File: src/rtl/mips_pkg.sv
// Shared MIPS types: opcode/ALU encodings plus the fetch-stage state enum
// and jump-target helper used by the instruction fetch unit.
package mips_pkg;

  typedef enum logic [5:0] {
    OP_RTYPE = 6'h00,
    OP_J     = 6'h02,
    OP_BEQ   = 6'h04,
    OP_ADDI  = 6'h08,
    OP_LW    = 6'h23,
    OP_SW    = 6'h2B
  } t_opcode;

  typedef enum logic [2:0] {
    ALU_ADD,
    ALU_SUB,
    ALU_AND,
    ALU_OR,
    ALU_SLT
  } t_alu_op;

  typedef enum logic [1:0] {
    FETCH_IDLE,
    FETCH_REQ,
    FETCH_HOLD
  } t_fetch_state;

  // All-zero word is sll $0,$0,0, i.e. a NOP, so a cleared register is harmless.
  localparam logic [31:0] NOP_INSTR = 32'h0000_0000;

  function automatic logic [31:0] jump_target(input logic [31:0] pc_plus4,
                                              input logic [25:0] instr_index);
    return {pc_plus4[31:28], instr_index, 2'b00};
  endfunction

endpackage

File: src/rtl/instr_fetch_if.sv
// Instruction-memory read port between the fetch unit (master) and memory (slave).
// Handshake: req and addr are held stable from the first request cycle until
// the master samples ack high on a rising edge; rdata is valid only in that cycle.
interface instr_fetch_if;
  logic        req;
  logic [31:0] addr;
  logic        ack;
  logic [31:0] rdata;

  modport master (output req, output addr, input ack, input rdata);
  modport slave  (input req, input addr, output ack, output rdata);
endinterface

File: src/rtl/pc_next.sv
// Combinational next-PC select: jump beats taken branch beats sequential.
module pc_next
  import mips_pkg::*;
(
  input  logic [31:0] pc_plus4,
  input  logic        Jump,
  input  logic        BeqValid,
  input  logic [31:0] branch_offset,
  input  logic [25:0] instr_index,
  output logic [31:0] next_pc
);

  always_comb begin
    next_pc = pc_plus4;
    if (Jump) begin
      next_pc = jump_target(pc_plus4, instr_index);
    end else if (BeqValid) begin
      // Wraps modulo 2^32; a negative offset simply walks backwards.
      next_pc = pc_plus4 + (branch_offset << 2);
    end
  end

endmodule

File: src/rtl/instr_fetch.sv
// Instruction fetch: one outstanding memory read, holds the fetched word for
// decode until it is consumed, then steps the PC (sequential, jump or branch).
module instr_fetch
  import mips_pkg::*;
#(
  parameter logic [31:0] RESET_PC = 32'h0000_0000
) (
  input  logic                clk,
  input  logic                rst_n,
  instr_fetch_if.master       imem,
  input  logic                stall,
  input  logic                Jump,
  input  logic                BeqValid,
  input  logic [31:0]         branch_offset,
  output logic [31:0]         instr,
  output logic                instr_valid,
  output logic [31:0]         pc,
  output logic [31:0]         pc_plus4,
  output t_fetch_state        state
);

  t_fetch_state state_q, state_d;
  logic [31:0]  pc_q;
  logic [31:0]  instr_q;
  logic         valid_q;
  logic         load_instr;
  logic         advance_pc;
  logic [31:0]  next_pc;

  assign pc          = pc_q;
  assign pc_plus4    = pc_q + 32'd4;
  assign instr       = instr_q;
  assign instr_valid = valid_q;
  assign state       = state_q;
  assign imem.addr   = pc_q;

  pc_next u_pc_next (
    .pc_plus4      (pc_plus4),
    .Jump          (Jump),
    .BeqValid      (BeqValid),
    .branch_offset (branch_offset),
    .instr_index   (instr_q[25:0]),
    .next_pc       (next_pc)
  );

  always_ff @(posedge clk) begin
    if (!rst_n) begin
      state_q <= FETCH_IDLE;
      pc_q    <= RESET_PC;
      instr_q <= NOP_INSTR;
      valid_q <= 1'b0;
    end else begin
      state_q <= state_d;
      if (load_instr) begin
        instr_q <= imem.rdata;
        valid_q <= 1'b1;
      end
      if (advance_pc) begin
        pc_q    <= next_pc;
        valid_q <= 1'b0;
      end
    end
  end

  // ack outside FETCH_REQ never loads: only the REQ arm looks at it.
  always_comb begin
    state_d    = state_q;
    load_instr = 1'b0;
    advance_pc = 1'b0;
    imem.req   = 1'b0;
    case (state_q)
      FETCH_IDLE: begin
        state_d = FETCH_REQ;
      end
      FETCH_REQ: begin
        imem.req = 1'b1;
        if (imem.ack) begin
          load_instr = 1'b1;
          state_d    = FETCH_HOLD;
        end
      end
      FETCH_HOLD: begin
        if (!stall) begin
          advance_pc = 1'b1;
          state_d    = FETCH_REQ;
        end
      end
      default: begin
        state_d = FETCH_IDLE;
      end
    endcase
  end

endmodule

File: src/flat_wrapper.sv
// flat-port wrapper written by rule: the top's interface ports become plain ports
module instr_fetch_flat import mips_pkg::*;
#(
  parameter logic [31:0] RESET_PC = 32'h0000_0000
)
  (clk, rst_n, stall, Jump, BeqValid, branch_offset, instr, instr_valid, pc, pc_plus4, state, imem_req, imem_addr, imem_ack, imem_rdata);
  instr_fetch_if imem_i ();
  input  logic clk;
  input  logic rst_n;
  input  logic stall;
  input  logic Jump;
  input  logic BeqValid;
  input  logic [31:0] branch_offset;
  output logic [31:0] instr;
  output logic instr_valid;
  output logic [31:0] pc;
  output logic [31:0] pc_plus4;
  output t_fetch_state state;
  output wire logic [$bits(imem_i.req)-1:0] imem_req;
  output wire logic [$bits(imem_i.addr)-1:0] imem_addr;
  input wire logic [$bits(imem_i.ack)-1:0] imem_ack;
  input wire logic [$bits(imem_i.rdata)-1:0] imem_rdata;
  assign imem_req = imem_i.req;
  assign imem_addr = imem_i.addr;
  assign imem_i.ack = imem_ack;
  assign imem_i.rdata = imem_rdata;
  instr_fetch #(.RESET_PC(RESET_PC)) u_core (.clk(clk), .rst_n(rst_n), .imem(imem_i), .stall(stall), .Jump(Jump), .BeqValid(BeqValid), .branch_offset(branch_offset), .instr(instr), .instr_valid(instr_valid), .pc(pc), .pc_plus4(pc_plus4), .state(state));
endmodule
File: config.mk
export PLATFORM = sky130hd
export DESIGN_NAME = instr_fetch_flat
export DESIGN_NICKNAME = d
export VERILOG_FILES = /design/src/rtl/mips_pkg.sv /design/src/rtl/instr_fetch_if.sv /design/src/rtl/pc_next.sv /design/src/rtl/instr_fetch.sv /design/src/flat_wrapper.sv
export SDC_FILE = /design/constraint.sdc
export NUM_CORES = 1
export LEC_CHECK = 0
export BUFFER_PORTS_ARGS = -buffer_cell sky130_fd_sc_hd__buf_2
export CAP_MARGIN = 5
export CORE_MARGIN = 3
export CORE_UTILIZATION = 27
export CTS_CLUSTER_DIAMETER = 150
export DETAILED_ROUTE_END_ITERATION = 10
export SETUP_SLACK_MARGIN = 0.3
export SLEW_MARGIN = 20
export SYNTH_ARGS = -nofsm -noshare
export SYNTH_HDL_FRONTEND = slang
export SYNTH_HIERARCHICAL = 1
export SYNTH_SLANG_ARGS = --single-unit
File: constraint.sdc
create_clock -name clk -period 4.2 [get_ports clk]
set_input_delay 0.84 -clock clk [delete_from_list [all_inputs] [get_ports clk]]
set_output_delay 0.84 -clock clk [all_outputs]
set_load 0.01 [all_outputs]
**Word-level counts from Yosys, hierarchy flattened**

Cells that the tools add are included.

- Add/sub/neg operators: 2
- Equality and inequality tests: 4
- Muxes and demuxes: 10
- Bitwise logic cells: 1
- Reductions and logical operators: 3

Operators by type and width:

| operator | count |
|---|---|
| 32-bit two-way mux | 2 |
| 32-bit by 3-bit adder with 32-bit output (second input constant) | 1 |
| 32-bit adder | 1 |
| 2-bit case mux with 3 select lines | 1 |
| 1-bit two-way mux | 5 |
| 2-bit two-way mux | 2 |
| 2-bit != test (second input constant) | 2 |
| 2-bit by 1-bit equality test with 1-bit output (second input constant) | 1 |
| 2-bit equality test (second input constant) | 1 |
| 2-bit zero test | 1 |
| 2-bit AND reduction | 1 |
| 2-bit OR reduction | 1 |
| 1-bit NOT | 1 |

- Register bits after elaboration: 67
- Bits of input ports: 70
- Output and inout port bits: 132

**Longest topological paths before layout**

- Depth after elaboration: 4
- Mapped depth: 16
- Gate-level depth less buffers: 16

**By module**

Netlist, hierarchy kept.

Modules (own cells, without submodules):

| module | instances | cells each | area an instance (sq um) | seq. area each (sq um) |
|---|---|---|---|---|
| instr_fetch | 1 | 405 | 3300.7 | 1341.3 |
| pc_next | 1 | 324 | 2199.6 | 0.0 |

**Worst setup path after synthesis**

No wires, ideal clock.

- Path type: register to register
- From: reg u_core.pc_q[2] (netlist: u_core/imem.addr[2])
- To: reg u_core.pc_q[31] (netlist: u_core/imem.addr[31])
- Library setup time: 0.076 ns
- Arrival time: 3.494 ns
- Required time: 4.124 ns
- Path slack: 0.631 ns
- Cell stages (with the launch flop): 17
- Period minus slack after synthesis: 3.569 ns
- Cells stage by stage: dfxtp_1 -> ha_1 -> nand3_1 -> nor3_2 -> nand4_1 -> xnor2_1 -> ha_1 -> a21o_1 -> a21o_1 -> a21oi_1 -> o21ai_0 -> a211oi_1 -> o311ai_0 -> o211ai_1 -> xor2_1 -> nand2_1 -> a21boi_0

- Longest elaborated chain between the ends: 4

Ends and longest elaborated chain:

| what | RTL line | RTL |
|---|---|---|
| start, declared | instr_fetch.sv:23 | `logic [31:0] pc_q;` |
| start signal, assigned | instr_fetch.sv:59 | `pc_q <= next_pc;` |
| 32-bit by 3-bit adder with 32-bit output | instr_fetch.sv:31 | `assign pc_plus4 = pc_q + 32'd4;` |
| via pc_plus4[24] | flat_wrapper.sv:17 | `output logic [31:0] pc_plus4;` |
| 32-bit adder | pc_next.sv:19 | `next_pc = pc_plus4 + (branch_offset << 2);` |
| 32-bit two-way mux | pc_next.sv:17 | `end else if (BeqValid) begin` |
| 32-bit two-way mux | pc_next.sv:15 | `if (Jump) begin` |
| via u_core.next_pc[31] | instr_fetch.sv:28 | `logic [31:0] next_pc;` |

The timed path passes the listed nets, and every way through them passes these cells.
A chain may end at the register's enable or synchronous reset.

**Worst setup path in the final report**

- From: reg u_core.pc_q[13] (netlist: u_core/imem.addr[13])
- To: reg u_core.pc_q[30] (netlist: u_core/imem.addr[30])

- Longest elaborated chain between the ends: 4

Ends and longest elaborated chain:

| what | RTL line |
|---|---|
| 32-bit by 3-bit adder with 32-bit output * | instr_fetch.sv:31 |
| 32-bit adder | pc_next.sv:19 |
| 32-bit two-way mux | pc_next.sv:17 |
| 32-bit two-way mux * | pc_next.sv:15 |
| via u_core.next_pc[30] | instr_fetch.sv:28 |

Mark *: on every way through the listed nets, which the timed path passes. The rest lies on a longest branch.

==> summary.txt <==
initial antenna violation count: 0
Post-Synth Simple-Gate Area: 0.241
most common flop cell mapped by yosys: dfxtp_1
Finished Core Util: 0.355
clk_lat worst skew: 0.33 ns
power per cell area: 242 mW/mm^2
Endpoint, Worst Hold: u_core/instr[28]
CP required: 4.45 ns
critical path class: reg2reg
cell depth of the worst flop-to-flop path: 15
DRC: 0
WL/cell: 16.1 microns
reg-to-reg slack, setup: 0.45 ns
CP Capture Type: flip-flop
first-pass GRT wire length: 29,400 microns
Synth Area in Compound Gates: 0.248
CTS sink cnt: 67
CTS tree: built
antenna-violating nets left: 0
filler cell count: 2,120
synthesized area: 0.00550 sq mm
final worst clock skew: 0.00602 ns
sequential area share after synthesis: 0.244
site row count: 51
layout cells sized above 1: 0.316
post-synthesis xor/xnor area fraction: 0.0828
critical-path cell list: nand4_4 -> or4_4 -> nor2_1 -> xor2_1 -> ha_2 -> and3_1 -> a31oi_1 -> o21ai_0 -> a221oi_1 -> nand2_1 -> a31oi_2 -> nand4b_1 -> nand3_1 -> nand2_1 -> a21boi_0
post-synthesis mux area share: 0.0237
final total power: 0.00170 W
asr flop ratio synth: 0
relative slew slack: 0.538
grt total ovfl: 0
Final Setup Violations: 0
min-delay src: u_core/instr[28]
fmax: 0.267 GHz
Post-CTS Hold Fix Bufs: 0
die area: 0.0221 sq mm
Final Slew Violations: 0
crit path max fanout: 7
RD Place Congestion: 0.885
RSZ-0062 raised after global routing: no
P_leak: 3.32 nW
vias in the first global route: 5,353
starting density of the core: 0.279
Final Cycle Share: 0.892
max_cap viols: 0
most used cell, CP: nand2_1
Worst EP arrival: 3.99 ns
Core ar.: 0.0197 sq mm
Pre-antenna DRT Iters: 4
# IOs: 202
YS warnings: 6
peak supply drop: 0.173 mV
area used by multi-input combinational logic: 0.00374 sq mm
area delta synth->final: 27.3%
Hold Path Class: reg2reg
Synth Net Count: 830
Final HPWL DP: 14,800 microns
worst path buffer plus inverter count: 0
count of flip-flops with a built-in enable after synthesis: 0
drt total wl: 18,800 microns
CP max-delay cell: or4_4
Clock transition at path regs: 0.06 ns
Vias: 5,610
Hold Crit Depth: 2
Crit path max-delay family: simple AND/OR/NAND/NOR gates
final net count: 1,002
Critical Path Start Type: flip-flop
Tmin final: 3.75 ns
setup TNS: 0 ns
gr usage total: 0.166
clk buf depth: 2
Yosys reg bits: 67
post-synthesis adder-cell area fraction: 0.0719
CTS root buffer: clkbuf_16
Slew @ Worst Pin: 0.692 ns
status: finished, final reports clean
Die Ht: 149 microns
PortBufs: 199
main combinational cell family by area after synthesis: compound AO/OA/AOI/OAI gates
reg2reg end: u_core/imem.addr[30]
Starting DRT DRC Count: 306
Hold Vio Cnt, Final: 0
Horiz. Die Dim: 149 microns
crit-path max cell delay: 0.59 ns
Inserted Diodes: 0
number of buffers created by CTS: 9
Via density: 4.79
Avg Cell Area, Syn: 7.54 sq um
largest net degree at the start of global routing: 68
H-Tree Depth: 3
Post-Syn Instances: 729
count of different cell masters after synthesis: 67
FF+latch area: 0.00135 sq mm
Reg2Reg Launch Point: u_core/imem.addr[13]
==> flip-flops by register name (all words and copies together) (netlist names) <==
name and cells:
u_core/imem.addr 32, u_core/instr 32, u_core/instr_valid 1, u_core/state 2
==> worst max-delay path by stage <==
| stage | start | end | cells past startpoint |
|---|---|---|---|
| 3_3_place_gp | u_core/imem.addr[5] | u_core/imem.addr[29] | 15 |
| 3_5_place_dp | u_core/imem.addr[5] | u_core/imem.addr[29] | 15 |
| 4_1_cts | u_core/imem.addr[5] | u_core/imem.addr[29] | 15 |
| 5_1_grt | u_core/imem.addr[13] | u_core/imem.addr[30] | 15 |
| 6_report | u_core/imem.addr[13] | u_core/imem.addr[30] | 15 |
| 2_1_floorplan | u_core/imem.addr[2] | u_core/imem.addr[31] | 16 |
==> cell type report <==
cell class / count / area share
tap: 265 / 0.0474
multi-input combinational: 579 / 0.535
inverter: 14 / 0.00751
sequential: 67 / 0.193
clock inverter: 5 / 0.00768
clock buffer: 10 / 0.0341
timing repair buffer: 230 / 0.176
==> power breakdown <==
| group | total [W] | switching, W | leakage (nW) | internal (W) |
|---|---|---|---|---|
| sequential | 0.000677 | 0.0000212 | 0.547 | 0.000656 |
| clock | 0.000744 | 0.000274 | 0.148 | 0.000470 |
| combinational | 0.000277 | 0.000162 | 2.63 | 0.000114 |
| total | 0.00170 | 0.000457 | 3.32 | 0.00124 |
==> placed cells by master, fill, tap and decap left out, drive strengths merged, types with 2 or more instances in the layout <==
master / count
o311ai: 2
a31oi: 4
o221ai: 3
o211ai: 3
nor4: 2
dfxtp: 67
o21ai: 42
and2: 5
nor2: 25
buf: 230
clkbuf: 10
a21o: 12
nand4: 16
nand2b: 4
or4b: 2
a211oi: 6
clkinv: 4
xor2: 18
nor2b: 6
a22oi: 6
o21bai: 4
or2: 2
a21oi: 40
o21a: 4
xnor2: 34
nor3: 10
inv: 14
mux2i: 13
o22ai: 2
a21boi: 66
or3: 2
ha: 30
nand3: 18
a221oi: 2
and3: 8
nand2: 177
==> Yosys cell counts, drive strengths merged, types with 5 or more instances <==
cell type,number,share of area
a211oi,6,0.0091
a21boi,66,0.090
a21o,12,0.017
a21oi,40,0.038
a22oi,6,0.0082
and2,5,0.0061
and3,8,0.0096
buf,37,0.050
clkbuf,31,0.023
dfxtp,67,0.24
ha,30,0.068
inv,14,0.0096
mux2i,13,0.024
nand2,177,0.12
nand3,18,0.017
nand4,16,0.026
nor2,25,0.017
nor2b,6,0.0068
nor3,10,0.012
o21ai,42,0.040
xnor2,34,0.054
xor2,18,0.029
==> layer usage <==
layer	track usage	part of all wire	vias to the layer above
met5	0	0	-
met1	0.243	0.49	2580
met4	0.0481	0.017	0
met2	0.256	0.44	158
met3	0.0213	0.051	17
li1	-	-	2855
==> worst min-delay path, cell delays in order (launching register included) <==
cell	delay, ns
dfxtp_1	0.30
nand2_1	0.05
a21boi_0	0.06
==> cell families (layout without fill, tap and decap cells) <==
family,count (synthesis),in the layout
AOI/OAI and AO/OA,201,201
xor gates and xnor gates,52,52
adders and majority gates,31,31
buffers and inverters,83,259
DFF,67,67
muxes,13,13
and+or+nand+nor,282,282
==> metrics by stage <==
step | hold slack [ns] | cell area, sq um | cells | setup slack [ns]
2_1_floorplan | 0.488 | 5500 | 729 | 0.631
3_3_place_gp | 0.454 | 6610 | 1153 | 0.403
3_5_place_dp | 0.460 | 6610 | 1153 | 0.390
4_1_cts | 0.468 | 6910 | 1168 | 0.360
5_1_grt | 0.487 | 7000 | 1170 | 0.323
6_report | 0.460 | 7000 | 1170 | 0.452
==> what timing repair did <==
action	in CTS	in global routing
gates resized for setup	0	20
setup endpoints to repair	0	10
setup buffers	0	2
No activity file was read; power rests on OpenSTA's default activity.
